--- src/rtl/adc_cfg_rx.sv ---
// Serial configuration-frame receiver: deserializes LOAD/SHEN/SDI frames into
// addressed parallel words with a write strobe. All state is held in three voted copies.
module adc_cfg_rx #(
  parameter int         FRAME_BITS = 16,
  parameter logic [4:0] LAST_ADDR  = 5'h10
) (
  input  logic                  CLK,
  input  logic                  RST,
  input  logic                  START,
  input  logic                  LOAD,
  input  logic                  SHEN,
  input  logic                  SDI,
  output logic [FRAME_BITS-1:0] DATA,
  output logic [4:0]            ADDR,
  output logic                  WR,
  output logic                  ERR,
  output logic                  DONE,
  output logic                  BUSY
);

  localparam int CW = $clog2(FRAME_BITS);

  typedef enum logic [2:0] {
    S_IDLE  = 3'd0,
    S_ARMED = 3'd1,
    S_SHIFT = 3'd2,
    S_STORE = 3'd3,
    S_DONE  = 3'd4
  } state_t;

  // Everything that is stored, including the registered outputs, lives in one
  // packed record so the whole machine is triplicated and voted uniformly.
  typedef struct packed {
    state_t                state;
    logic [FRAME_BITS-1:0] sreg;
    logic [CW-1:0]         cnt;
    logic [4:0]            acnt;
    logic [FRAME_BITS-1:0] data;
    logic [4:0]            addr;
    logic                  wr;
    logic                  err;
    logic                  done;
    logic                  busy;
  } tmr_t;

  localparam int TW = $bits(tmr_t);

  tmr_t          cur;
  tmr_t          nxt;
  logic [TW-1:0] vote_vec;

  genvar gi;
  generate
    for (gi = 0; gi < 3; gi++) begin : g_rep
      logic [TW-1:0] q_reg;
      always_ff @(posedge CLK or posedge RST) begin
        if (RST) begin
          q_reg <= '0;
        end else begin
          q_reg <= nxt;
        end
      end
    end
  endgenerate

  assign vote_vec = (g_rep[0].q_reg & g_rep[1].q_reg) |
                    (g_rep[0].q_reg & g_rep[2].q_reg) |
                    (g_rep[1].q_reg & g_rep[2].q_reg);
  assign cur = tmr_t'(vote_vec);

  always_comb begin
    nxt    = cur;
    nxt.wr = 1'b0;
    case (cur.state)
      S_IDLE: begin
        if (START) begin
          nxt.state = S_ARMED;
          nxt.acnt  = '0;
          nxt.err   = 1'b0;
        end
      end
      S_ARMED: begin
        if (!START) begin
          nxt.state = S_IDLE;
        end else if (LOAD) begin
          nxt.state = S_SHIFT;
          nxt.cnt   = '0;
        end
      end
      S_SHIFT: begin
        if (!START) begin
          nxt.state = S_IDLE;
        end else if (LOAD) begin
          // A fresh LOAD restarts the frame; it is only an error if bits were lost.
          if (cur.cnt != '0) nxt.err = 1'b1;
          nxt.cnt = '0;
        end else if (SHEN) begin
          nxt.sreg = {cur.sreg[FRAME_BITS-2:0], SDI};
          nxt.cnt  = cur.cnt + 1'b1;
          if (cur.cnt == CW'(FRAME_BITS - 1)) begin
            nxt.state = S_STORE;
            nxt.wr    = 1'b1;
            nxt.data  = {cur.sreg[FRAME_BITS-2:0], SDI};
            nxt.addr  = cur.acnt;
          end
        end else if (cur.cnt != '0) begin
          nxt.err   = 1'b1;
          nxt.state = S_ARMED;
        end
      end
      S_STORE: begin
        if (cur.acnt == LAST_ADDR) begin
          nxt.state = S_DONE;
        end else begin
          nxt.acnt  = cur.acnt + 5'd1;
          nxt.state = S_ARMED;
        end
      end
      S_DONE: begin
        if (!START) nxt.state = S_IDLE;
      end
      default: nxt.state = S_IDLE;
    endcase
    nxt.done = (nxt.state == S_DONE);
    nxt.busy = (nxt.state == S_ARMED) || (nxt.state == S_SHIFT) || (nxt.state == S_STORE);
  end

  assign DATA = cur.data;
  assign ADDR = cur.addr;
  assign WR   = cur.wr;
  assign ERR  = cur.err;
  assign DONE = cur.done;
  assign BUSY = cur.busy;

endmodule
--- config.mk ---
export PLATFORM = sky130hd
export DESIGN_NAME = adc_cfg_rx
export DESIGN_NICKNAME = d
export VERILOG_FILES = /design/src/rtl/adc_cfg_rx.sv
export SDC_FILE = /design/constraint.sdc
export NUM_CORES = 1
export LEC_CHECK = 0
export CAP_MARGIN = 20
export CORE_MARGIN = 4
export CORE_UTILIZATION = 50
export DETAILED_ROUTE_END_ITERATION = 12
export DONT_BUFFER_PORTS = 1
export PLACE_DENSITY_LB_ADDON = 0.25
export SYNTH_ARGS = -nofsm -noshare
export SYNTH_HDL_FRONTEND = slang
export SYNTH_SLANG_ARGS = --single-unit
--- constraint.sdc ---
create_clock -name CLK -period 5.1 [get_ports CLK]
set_input_delay 1.53 -clock CLK [delete_from_list [all_inputs] [get_ports CLK]]
set_output_delay 1.53 -clock CLK [all_outputs]
set_load 0.05 [all_outputs]
# == Word-level counts from Yosys, hierarchy flattened ==
# Index checks and enable logic that the tools add are counted.
# classes
addsub,2
n_eq_ne,10
mux,31
bitwise,3
n_reduce_logical,4
# ops
cell,count
$or A53 B53 Y53,2
$mux W22,4
$and A53 B53 Y53,1
$mux W20,2
$mux W3,9
$mux W23,1
$mux W19,1
$mux W16,1
$pmux W3 S5,1
$eq A3 B2 Y1 const B,4
$mux W4,3
$mux W5,2
$pmux W5 S2,1
$pmux W4 S2,1
$eq A3 B1 Y1 const B,2
$eq A3 B3 Y1 const B,2
$add A5 B1 Y5 const B,1
$eq A5 B5 Y1 const B,1
$add A4 B1 Y4 const B,1
$eq A4 B4 Y1 const B,1
$mux W1,4
$reduce_bool A4 Y1,1
$logic_not A3 Y1,1
$logic_or A1 B1 Y1,2
$pmux W1 S2,1
# totals
reg_bits,53
in_bits,6
elab_cells,51

# == Logic depth before layout (Yosys ltp) ==
# Gate-level depths: netlist (run 1).
# logic_depth
depth_word,12
depth_mapped,6
mapped_depth_nobuf,6

# == Least setup slack after synthesis (run 1) ==
# Ideal clock, no wire load.
# synth_path
path_type,input to register
start,in START
end,reg g_rep[2].q_reg[9]
setup_ps,125
t_arrival_ps,2570
required_ps,4975
slack_ps,2405
stages,5
path_buffers,1
cell_sequence,and4bb_2 > nand3b_4 > nor2_4 > buf_6 > mux2_2
# synth_between
elab_chain_len,2
# synth_lines
item,line,text
"start, declared",9,"input logic START,"
$mux W23,91,if (!START) begin
$mux W22,74,case (cur.state)
"end signal, assigned",60,q_reg <= nxt;
"end, declared",55,logic [TW-1:0] q_reg;
# No other way between the ends.

# == Final worst setup path (run 1) ==
# layout_path
start,in START
end,reg g_rep[2].q_reg[5]
# The elaborated chain is that of the path after synthesis.

==> impl_results.md, run 1 <==
- Layout cells sized above 1: 29.1%
- Setup CP Type: in -> reg
- Synth Area in XOR/XNOR: less than 1%
- Mapped Nets: approximately 200
- Drt wl/cell: roughly 15 microns
- Endpoint, Worst Hold: g_rep[2].q_reg[24]$_DFFE_PP0P_
- Highest-delay cell along the critical path: nor2_4
- Antenna diode count: 0
- Synth unique cells: 38
- Initial DRC count: 72
- Vias per std cell: between 5 and 6
- Number of port buffers: 0
- Worst Hold Launch: g_rep[2].q_reg[48]$_DFFE_PP0P_
- Setup-failing EPs final: 0
- Synth top area cells: dfrtp_1, mux2_2, buf_4
- Reg clk slew, reported paths: ~0.10 ns
- Die ar.: between 6000 and 7000 sq um
- Residual DRC count: 0
- Max-cap violations: 0
- Worst path cell trace: and4bb_2, nand3b_4, nor2_4, mux2_2
- RSZ-0062 raised after global routing: false
- Switching Fraction: about a quarter
- Post-synthesis simple-gate area fraction: 9.90%
- Area growth syn-to-layout: -0.102%
- Ys Warns: 0
- Max Fclk: ~0.35 GHz
- Gr ovfl total: 0
- Tcrit/Tclk final: a little under three fifths
- Via count of the routed design: between 1000 and 1500
- Peak supply drop: between 100 and 150 uV
- Die H: between 70 and 80 microns
- CTS buffer count: 5
- R2R depth: 4
- Post-CTS setup buffer count: 0
- Largest family of logic cells by synthesized area: multiplexers
- CP endpoint kind: register
- Post-DP HPWL: about 2600 microns
- Flop-to-flop setup slack: 2.88 ns
- Final slew viol count: 0
- Status: finished clean
- Post-CTS sizing: 0
- Sequential power share: 60.4%
- Slew HR: between 40% and 50%
- Clk sinks: 52
- Area leader, netlist: dfrtp_1
- Mux cell area share after synthesis: between 10% and 20%
- Final worst path period need: 2.83 ns
- Worst setup SP type: primary input
- Clock power frac: approximately a third
- Switch Pwr: ~0.18 mW
- Comb pwr share: under 10%
- TritonCTS clock tree: done
- Clock Skews: roughly 0.0066 ns
- Post-synthesis compound-gate area fraction: approximately 7.3%
- Final net count: between 150 and 200
- Worst Path Arrival: between 3 and 4 ns
- First-pass GRT wire length: 6510 microns
- Max reg flops: 52
- Post-synthesis register bit count: 52
- Worst hold stages: 1
- CTS root buf: clkbuf_8
- End-of-flow core utilization: 51.6%
- Fillers: 396
- Worst Path Required: 5.29 ns
- Depth of the CTS H-tree: 2
- Largest stage delay on the critical path: about 0.57 ns
- Vias in the first global route: between 1000 and 1500
- WL final: about 3800 microns
- Avg Cell Area, Syn: 12.6 sq um
- Core footprint: between 4000 and 5000 sq um
- Final Hold Fails: 0
- Tightest Pin Transition: around 0.86 ns
- Chip Width: about 78 microns
- Initial Util: approximately half
- Post-synthesis adder-cell area fraction: a little over 2%
- Post-route setup TNS: 0 ns
- Num ports: 31
- ANT nets after route: 0
- Worst reg2reg endpoint: g_rep[2].q_reg[5]$_DFFE_PP0P_
- HP Class: reg -> reg
- Worst Path Max Fanout: 22
- Cts hold-fix bufs: 0
- Leakage: 1.21 nW
- P per Cell Area: a little under 300 nW/um^2
- Sequential area share after synthesis: 53.3%
- Routability Congestion: about 0.83
- Reg-to-Reg Start: g_rep[2].q_reg[52]$_DFF_PP0_
- GRT Util Overall: 13.6%
- Clk_lat worst skew: roughly 0.30 ns
- Syn Inst Count: between 150 and 200
- Rows: 25
- Initial antenna violation count: 0
- Largest net degree at the start of global routing: 53
- Total internal power: roughly 0.54 mW
- Synth top area share: between 50% and 60%
- Syn Std Cell Area: around 2400 sq um
- Pre-antenna DRT Iters: 4
- CTS Buffer Depth: 2
==> through the flow <==
stage               instance area, sq um  power [mW]  instances  hold WS, ns  worst slack, ns
floorplan                           2440       0.476        193        0.474             2.31
global placement                    2320       0.483        233        0.495             2.00
detailed placement                  2320       0.485        233        0.491             1.90
CTS                                 2420       0.728        241        0.516             2.23
global route                        2440       0.757        242        0.535             2.17
finish                              2440       0.721        242        0.513             2.27
==> logic make-up (layout without fill, tap and decap cells) <==
kind of cell | after synthesis | after routing
buf+inv | 36 | 18
mux | 37 | 37
compound gates | 26 | 26
flops | 52 | 52
xor+xnor | 2 | 2
fa+ha+maj | 4 | 4
simple gates | 36 | 36
==> synthesized netlist by cell type <==
master	n
a211o_1	1
a21o_1	5
a21oi_1	4
a22o_1	1
a2bb2oi_1	1
a32o_1	2
and2_1	3
and3_1	1
and3b_1	1
and4_1	1
and4bb_2	2
buf_2	4
buf_4	21
buf_6	2
dfrtp_1	52
ha_1	4
inv_1	9
mux2_2	37
nand2_1	6
nand2b_1	2
nand3_1	1
nand3b_1	1
nand3b_4	1
nand4_1	1
nand4b_1	1
nor2_1	4
nor2_4	1
nor2b_1	2
nor3_1	3
nor3b_1	3
nor4b_1	1
o21ai_0	6
o21bai_1	3
o22ai_1	1
o31ai_1	1
o32ai_1	1
or3_1	1
xor2_1	2
==> power by group through the flow <==
stage / Sequential [mW] / Combinational, mW / Clock [mW]
after global placement: 0.443 / 0.0401 / 0
after detailed placement: 0.444 / 0.0417 / 0
after CTS: 0.435 / 0.0420 / 0.251
after global routing: 0.437 / 0.0496 / 0.271
after floorplan: 0.438 / 0.0381 / 0
final: 0.435 / 0.0430 / 0.243
==> how the worst max path moves through the flow <==
stage / start / end / slack [ns] / cells after the start
finish: START / g_rep[2].q_reg[5]$_DFFE_PP0P_ / 2.27 / 4
global route: START / g_rep[2].q_reg[5]$_DFFE_PP0P_ / 2.17 / 4
CTS: START / g_rep[2].q_reg[5]$_DFFE_PP0P_ / 2.23 / 4
detailed placement: START / g_rep[2].q_reg[15]$_DFFE_PP0P_ / 1.90 / 4
global placement: START / g_rep[2].q_reg[16]$_DFFE_PP0P_ / 2.00 / 4
floorplan: RST / g_rep[2].q_reg[0]$_DFF_PP0_ / 2.31 / 1
==> layer usage <==
layer	part of all wire, %	track usage [%]	vias up
met5	0	0	-
li1	-	-	618
met2	47	20.1	28
met1	44	17.9	650
met3	7.1	5.80	6
met4	1.6	4.80	0
==> worst max-delay path, delay by kind of cell <==
| family | cells | cell delay [ns] |
|---|---|---|
| mux | 1 | 0.41 |
| simple gates | 3 | 1.07 |
==> area by class of cell <==
class	count	area [sq um]	area share [%]
clock buffer	5	68.8	2.82
clock inverter	3	25.0	1.03
inverter	9	33.8	1.39
multi-input combinational	105	905	37.1
sequential	52	1300	53.4
tap	67	83.8	3.44
timing repair buffer	1	20.0	0.821
==> layout by cell type (no fill, tap or decap) <==
cell / n
nor2_1: 4
nor3b_1: 3
inv_1: 8
a211o_1: 1
nand3_1: 1
and4_1: 1
xor2_1: 2
nand4b_1: 1
a21o_1: 5
a22o_1: 1
nand4_1: 1
ha_1: 4
and3_1: 1
mux2_2: 37
o22ai_1: 1
a2bb2oi_1: 1
nand2b_1: 2
and4bb_2: 2
o21bai_1: 3
nor2_4: 1
clkbuf_8: 5
nand3b_4: 1
nand3b_1: 1
nor4b_1: 1
inv_2: 1
a32o_1: 2
nand2_1: 6
nor3_1: 3
clkinvlp_4: 1
o21ai_0: 6
o32ai_1: 1
dfrtp_1: 52
inv_6: 2
and2_1: 3
o31ai_1: 1
and3b_1: 1
buf_12: 1
nor2b_1: 2
a21oi_1: 4
or3_1: 1
Power figures use the tool's default switching activity.
==> run 2: changes to the inputs <==
==> constraint.sdc (replaced) <==
create_clock -name CLK -period 2.65 [get_ports CLK]
set_input_delay 0.795 -clock CLK [delete_from_list [all_inputs] [get_ports CLK]]
set_output_delay 0.795 -clock CLK [all_outputs]
set_load 0.05 [all_outputs]
==> run 2 against run 1 <==
Compared with the run above: hold slack got worse by 0.076 ns; register-to-register slack got worse by 2.0 ns; largest power group unchanged; die area unchanged; clock skew increased by 0.0031 ns; non-clock buffer count increased by 5; sequential share of layout area decreased by 0.92 points; first-iteration DRC count decreased by 33%; sequential power increased by 93%; highest routed layer unchanged; setup slack got worse by 1.4 ns; cell area increased by 1.7%; global-route usage about the same.
==> impl_results.md, run 2 (synthesized netlist as in run 1, its figures left out) <==
- Post-route setup TNS: 0 ns
- Antenna diode count: 0
- Final net count: approximately 190
- Met3 layer usage reported by global route: 4.87%
- End-of-flow core utilization: between 50% and 60%
- Clk sinks: 52
- Worst Path Required: ~2.8 ns
- Die ar.: about 6000 sq um
- Number of port buffers: 0
- Gr ovfl total: 0
- Setup-failing EPs final: 0
- Clk_lat worst skew: around 0.30 ns
- Vias per std cell: between 5 and 6
- Core footprint: 4720 sq um
- Pre-antenna DRT Iters: 4
- Layout cells sized above 1: 30.6%
- Depth of the CTS H-tree: 2
- Routability Congestion: 0.799
- Most frequent cells in the layout: dfrtp_1, mux2_2, inv_1
- Num ports: 31
- Tightest Pin Transition: about 0.60 ns
- Post-CTS sizing: 0
- Vias in the first global route: roughly 1400
- Worst Path Max Fanout: 11
- Met1 Use GR: 16.5%
- R2R depth: 5
- Leakage: around 1.2 nW
- Power, Total: about 1.5 mW
- Max-cap violations: 0
- Final worst path period need: 1.76 ns
- Post-CTS setup buffer count: 0
- CTS buffer count: 5
- Initial DRC count: 48
- Cts hold-fix bufs: 0
- Slew HR: between 50% and 60%
- TritonCTS clock tree: done
- Max reg flops: 52
- P per Cell Area: approximately 600 nW/um^2
- Commonest non-fill, non-tap cell in the layout: dfrtp_1
- Worst setup SP type: register
- Initial Util: 51.7%
- CTS root buf: clkbuf_8
- GRT Util Overall: between 10 and 15%
- Fin area: 2480 sq um
- Area growth syn-to-layout: 1.64%
- Busiest grt layer: met2
- HP Class: in -> async
- Final slew viol count: 0
- Die H: approximately 80 microns
- Via count of the routed design: 1289
- Flop-to-flop setup slack: 0.89 ns
- Largest net degree at the start of global routing: 30
- Post-DP HPWL: 2720 microns
- WL final: roughly 3700 microns
- Worst Path Arrival: between 1.5 and 2 ns
- Status: finished clean
- Drt wl/cell: about 15 microns
- Grt met2 use: around 22%
- CTS Buffer Depth: 2
- Initial antenna violation count: 0
- Reg clk slew, reported paths: ~0.1 ns
- Rows: 25
- Final Hold Fails: 0
- Final hold slack: roughly 0.44 ns
- Area after DPL: between 2000 and 2500 sq um
- Setup CP Type: reg -> reg
- Peak supply drop: 295 uV
- Reg-to-Reg Start: g_rep[2].q_reg[52]$_DFF_PP0_
- Residual DRC count: 0
- Chip Width: 77.9 microns
- Tcrit/Tclk final: around two thirds
- Clock Skews: 0.00971 ns
- First-pass GRT wire length: 6660 microns
- Worst reg2reg endpoint: g_rep[2].q_reg[6]$_DFFE_PP0P_
- CP endpoint kind: register
- Max Fclk: approximately 0.57 GHz
- ANT nets after route: 0
- RSZ-0062 raised after global routing: false
[run 2: cell count changes in the layout (fill, tap and decap cells not counted), sizes merged]
cell | previous run | this run
bufinv | 0 | 1
clkbuf | 5 | 6
clkinvlp | 1 | 0
inv | 11 | 10
buf | 1 | 6
[run 2: report_power, final]
part	switching (mW)	total (mW)	internal, mW
Sequential	0.0294	0.838	0.809
Clock	0.253	0.539	0.286
Combinational	0.0482	0.0839	0.0357
Total	0.331	1.46	1.13
[run 2: worst max-delay path: stages, from the launching register on]
cell and delay [ns]:
dfrtp_1 0.50, and4bb_2 0.39, nand3b_4 0.10, nor2_4 0.11, buf_4 0.20, mux2_2 0.35
[run 2: metal layers]
layer | wire, microns | up-vias
met3 | 225 | 4
li1 | - | 624
met4 | 43 | 0
met2 | 1810 | 23
met1 | 1650 | 638
met5 | 0 | -
[run 2: layout make-up]
cell class	count	area, sq um
multi-input combinational	105	905
timing repair buffer	6	45.0
fill	416	2240
sequential	52	1300
clock buffer	6	72.6
clock inverter	2	38.8
inverter	9	33.8
tap	67	83.8
[run 2: worst max-delay path by stage]
stage                                 startpoint                        endpoint  slack, ns  cells after the start
global placement                           START  g_rep[2].q_reg[17]$_DFFE_PP0P_       0.70                      5
detailed placement                         START  g_rep[2].q_reg[22]$_DFFE_PP0P_       0.69                      5
CTS                 g_rep[2].q_reg[52]$_DFF_PP0_   g_rep[2].q_reg[6]$_DFFE_PP0P_       0.87                      5
global route        g_rep[2].q_reg[52]$_DFF_PP0_   g_rep[2].q_reg[4]$_DFFE_PP0P_       0.79                      5
floorplan                                    RST     g_rep[2].q_reg[0]$_DFF_PP0_       0.60                      1
finish              g_rep[2].q_reg[52]$_DFF_PP0_   g_rep[2].q_reg[6]$_DFFE_PP0P_       0.89                      5
[run 2: stage by stage]
stage,worst slack (ns),std cells
2_1_floorplan,0.597,193
3_3_place_gp,0.695,239
3_5_place_dp,0.686,239
4_1_cts,0.868,247
5_1_grt,0.788,247
6_report,0.891,247
==> RTL edit: new RTL, settings of run 2 <==
Set the parameter `FRAME_BITS` to 32 (it was 16).
--- a/src/rtl/adc_cfg_rx.sv
+++ b/src/rtl/adc_cfg_rx.sv
@@ -3,3 +3,3 @@
 module adc_cfg_rx #(
-  parameter int         FRAME_BITS = 16,
+  parameter int         FRAME_BITS = 32,
   parameter logic [4:0] LAST_ADDR  = 5'h10
Interface: changed (resized DATA); port bits go from 31 to 47. No check against the original RTL was run, so the function may have changed too.
==> RTL edit against run 2 <==
Maximum frequency decreased by 6.3%; sequential power increased by 71%; sequential cell count increased by 33; design area increased by 53%; synthesized area increased by 55%; combinational power increased by 94%; power increased by 70%; wire length increased by 69%; utilization decreased by 0.43 points; setup slack got worse by 0.12 ns; largest cell class unchanged; largest power group unchanged.
==> RTL edit: results (changes against run 2) <==
- The run finished with clean final reports.
* Reg2Reg Launch Point: g_rep[2].q_reg[46]$_DFFE_PP0P_
* Ratio of final minimum period to clock period: 0.709 (+0.0449)
- Met1 Track Usage GR: 0.216 (+0.0510)
* Leakage Power: 1.94 nW (+56%)
- Largest stage delay, worst path: 0.43 ns (-0.07 ns)
- CTS H-tree depth: 3 (+1)
- The global placement routability congestion came to 0.861 (+7.9%).
- Synth area leaders: sky130_fd_sc_hd__dfrtp_1 56%, sky130_fd_sc_hd__nand2_1 11%, sky130_fd_sc_hd__buf_4 7.7%, sky130_fd_sc_hd__mux2_2 6.0%, sky130_fd_sc_hd__o21ai_0 2.9%
- The post-synthesis net count came to 378 (+86%).
- In this run the critical register-to-register path is captured at g_rep[2].q_reg[7]$_DFFE_PP0P_.
* Commonest cells post-synth: 108 x sky130_fd_sc_hd__nand2_1, 85 x sky130_fd_sc_hd__dfrtp_1, 39 x sky130_fd_sc_hd__buf_4
- Gate count after technology mapping: 367 (+90%)
- Seq/Total Area, Yosys: 0.562 (+0.0287)
- Largest register FFs: 85 (+63%)
- The top fanout value on the critical path is 48 (+37).
- The worst-case vdd ir drop is 0.285 mV (-3.5%).
* Post-DR vias/cell: 5.18 (-0.70%)
- Worst slew margin: 0.663 (+0.0651)
- Share of layout cells above drive strength 1: 0.143 (-0.162)
* Critical path arrival: 2.13 ns (+0.19 ns)
* Global routing usage summed across all routing layers: 0.163 (+0.0262)
- The minimum setup slack after placement is 0.764 ns (+0.0775 ns).
- Worst-case register-to-register setup slack: 0.77 ns (-0.12 ns)
- Count of different cell masters after synthesis: 40 (+5.3%)
- Met2 layer usage reported by global route: 0.247 (+0.0223)
* Delay-heaviest family, CP: flip-flops
- The clock insertion delay at the later pin of the skew report is 0.37 ns (+0.07 ns).
- The number of fill cells in the layout was 694 (+67%).
[RTL edit: cell types whose count changed after synthesis, moves of 3 or more]
cell / before / now
sky130_fd_sc_hd__a21o_1: 5 / 1
sky130_fd_sc_hd__a22o_1: 1 / 9
sky130_fd_sc_hd__a31oi_1: 0 / 3
sky130_fd_sc_hd__buf_2: 4 / 9
sky130_fd_sc_hd__buf_4: 21 / 39
sky130_fd_sc_hd__clkbuf_1: 0 / 3
sky130_fd_sc_hd__dfrtp_1: 52 / 85
sky130_fd_sc_hd__mux2_2: 37 / 20
sky130_fd_sc_hd__nand2_1: 6 / 108
sky130_fd_sc_hd__nand3_1: 1 / 5
sky130_fd_sc_hd__nor2_1: 4 / 9
sky130_fd_sc_hd__o21ai_0: 6 / 22
sky130_fd_sc_hd__o21bai_1: 3 / 0
[RTL edit: logic make-up (layout without fill, tap and decap cells)]
group                      Yosys count  after routing  share of synthesized area
and+or+nand+nor                    145            145                      0.167
buffers and inverters               64             32                      0.111
xor gates and xnor gates             2              2                    0.00463
adders and majority gates            5              5                     0.0165
DFF                                 85             85                      0.562
muxes                               20             20                     0.0595
AOI/OAI and AO/OA                   46             46                     0.0790
[RTL edit: worst max-delay path by stage]
stage                                               from                              to  depth (start not counted)
after floorplan                                    START  g_rep[2].q_reg[11]$_DFFE_PP0P_                          7
after global placement    g_rep[2].q_reg[46]$_DFFE_PP0P_  g_rep[2].q_reg[23]$_DFFE_PP0P_                          6
after detailed placement                            SHEN  g_rep[2].q_reg[16]$_DFFE_PP0P_                          5
after CTS                 g_rep[2].q_reg[46]$_DFFE_PP0P_  g_rep[2].q_reg[25]$_DFFE_PP0P_                          6
after global routing      g_rep[2].q_reg[46]$_DFFE_PP0P_  g_rep[2].q_reg[31]$_DFFE_PP0P_                          6
final                     g_rep[2].q_reg[46]$_DFFE_PP0P_   g_rep[2].q_reg[7]$_DFFE_PP0P_                          6
[RTL edit: layout make-up]
type / count / area share
inverters: 10 / 0.0109
well taps: 99 / 0.0326
flip-flops and latches: 85 / 0.560
repair buffers: 6 / 0.0185
clock inverters: 7 / 0.0194
clock buffers: 9 / 0.0326
multi-input cells: 218 / 0.326
[RTL edit: metal layers]
metal | part of all wire | routed length [um]
met5 | 0 | 0
met3 | 0.057 | 360
met2 | 0.47 | 2940
met4 | 0.018 | 111
met1 | 0.46 | 2890
[RTL edit: where the power goes]
part	switching (mW)	leakage [nW]	internal, mW
sequential	0.0778	1.17	1.35
clock	0.519	0.101	0.371
combinational	0.0976	0.665	0.0653
total	0.694	1.94	1.79
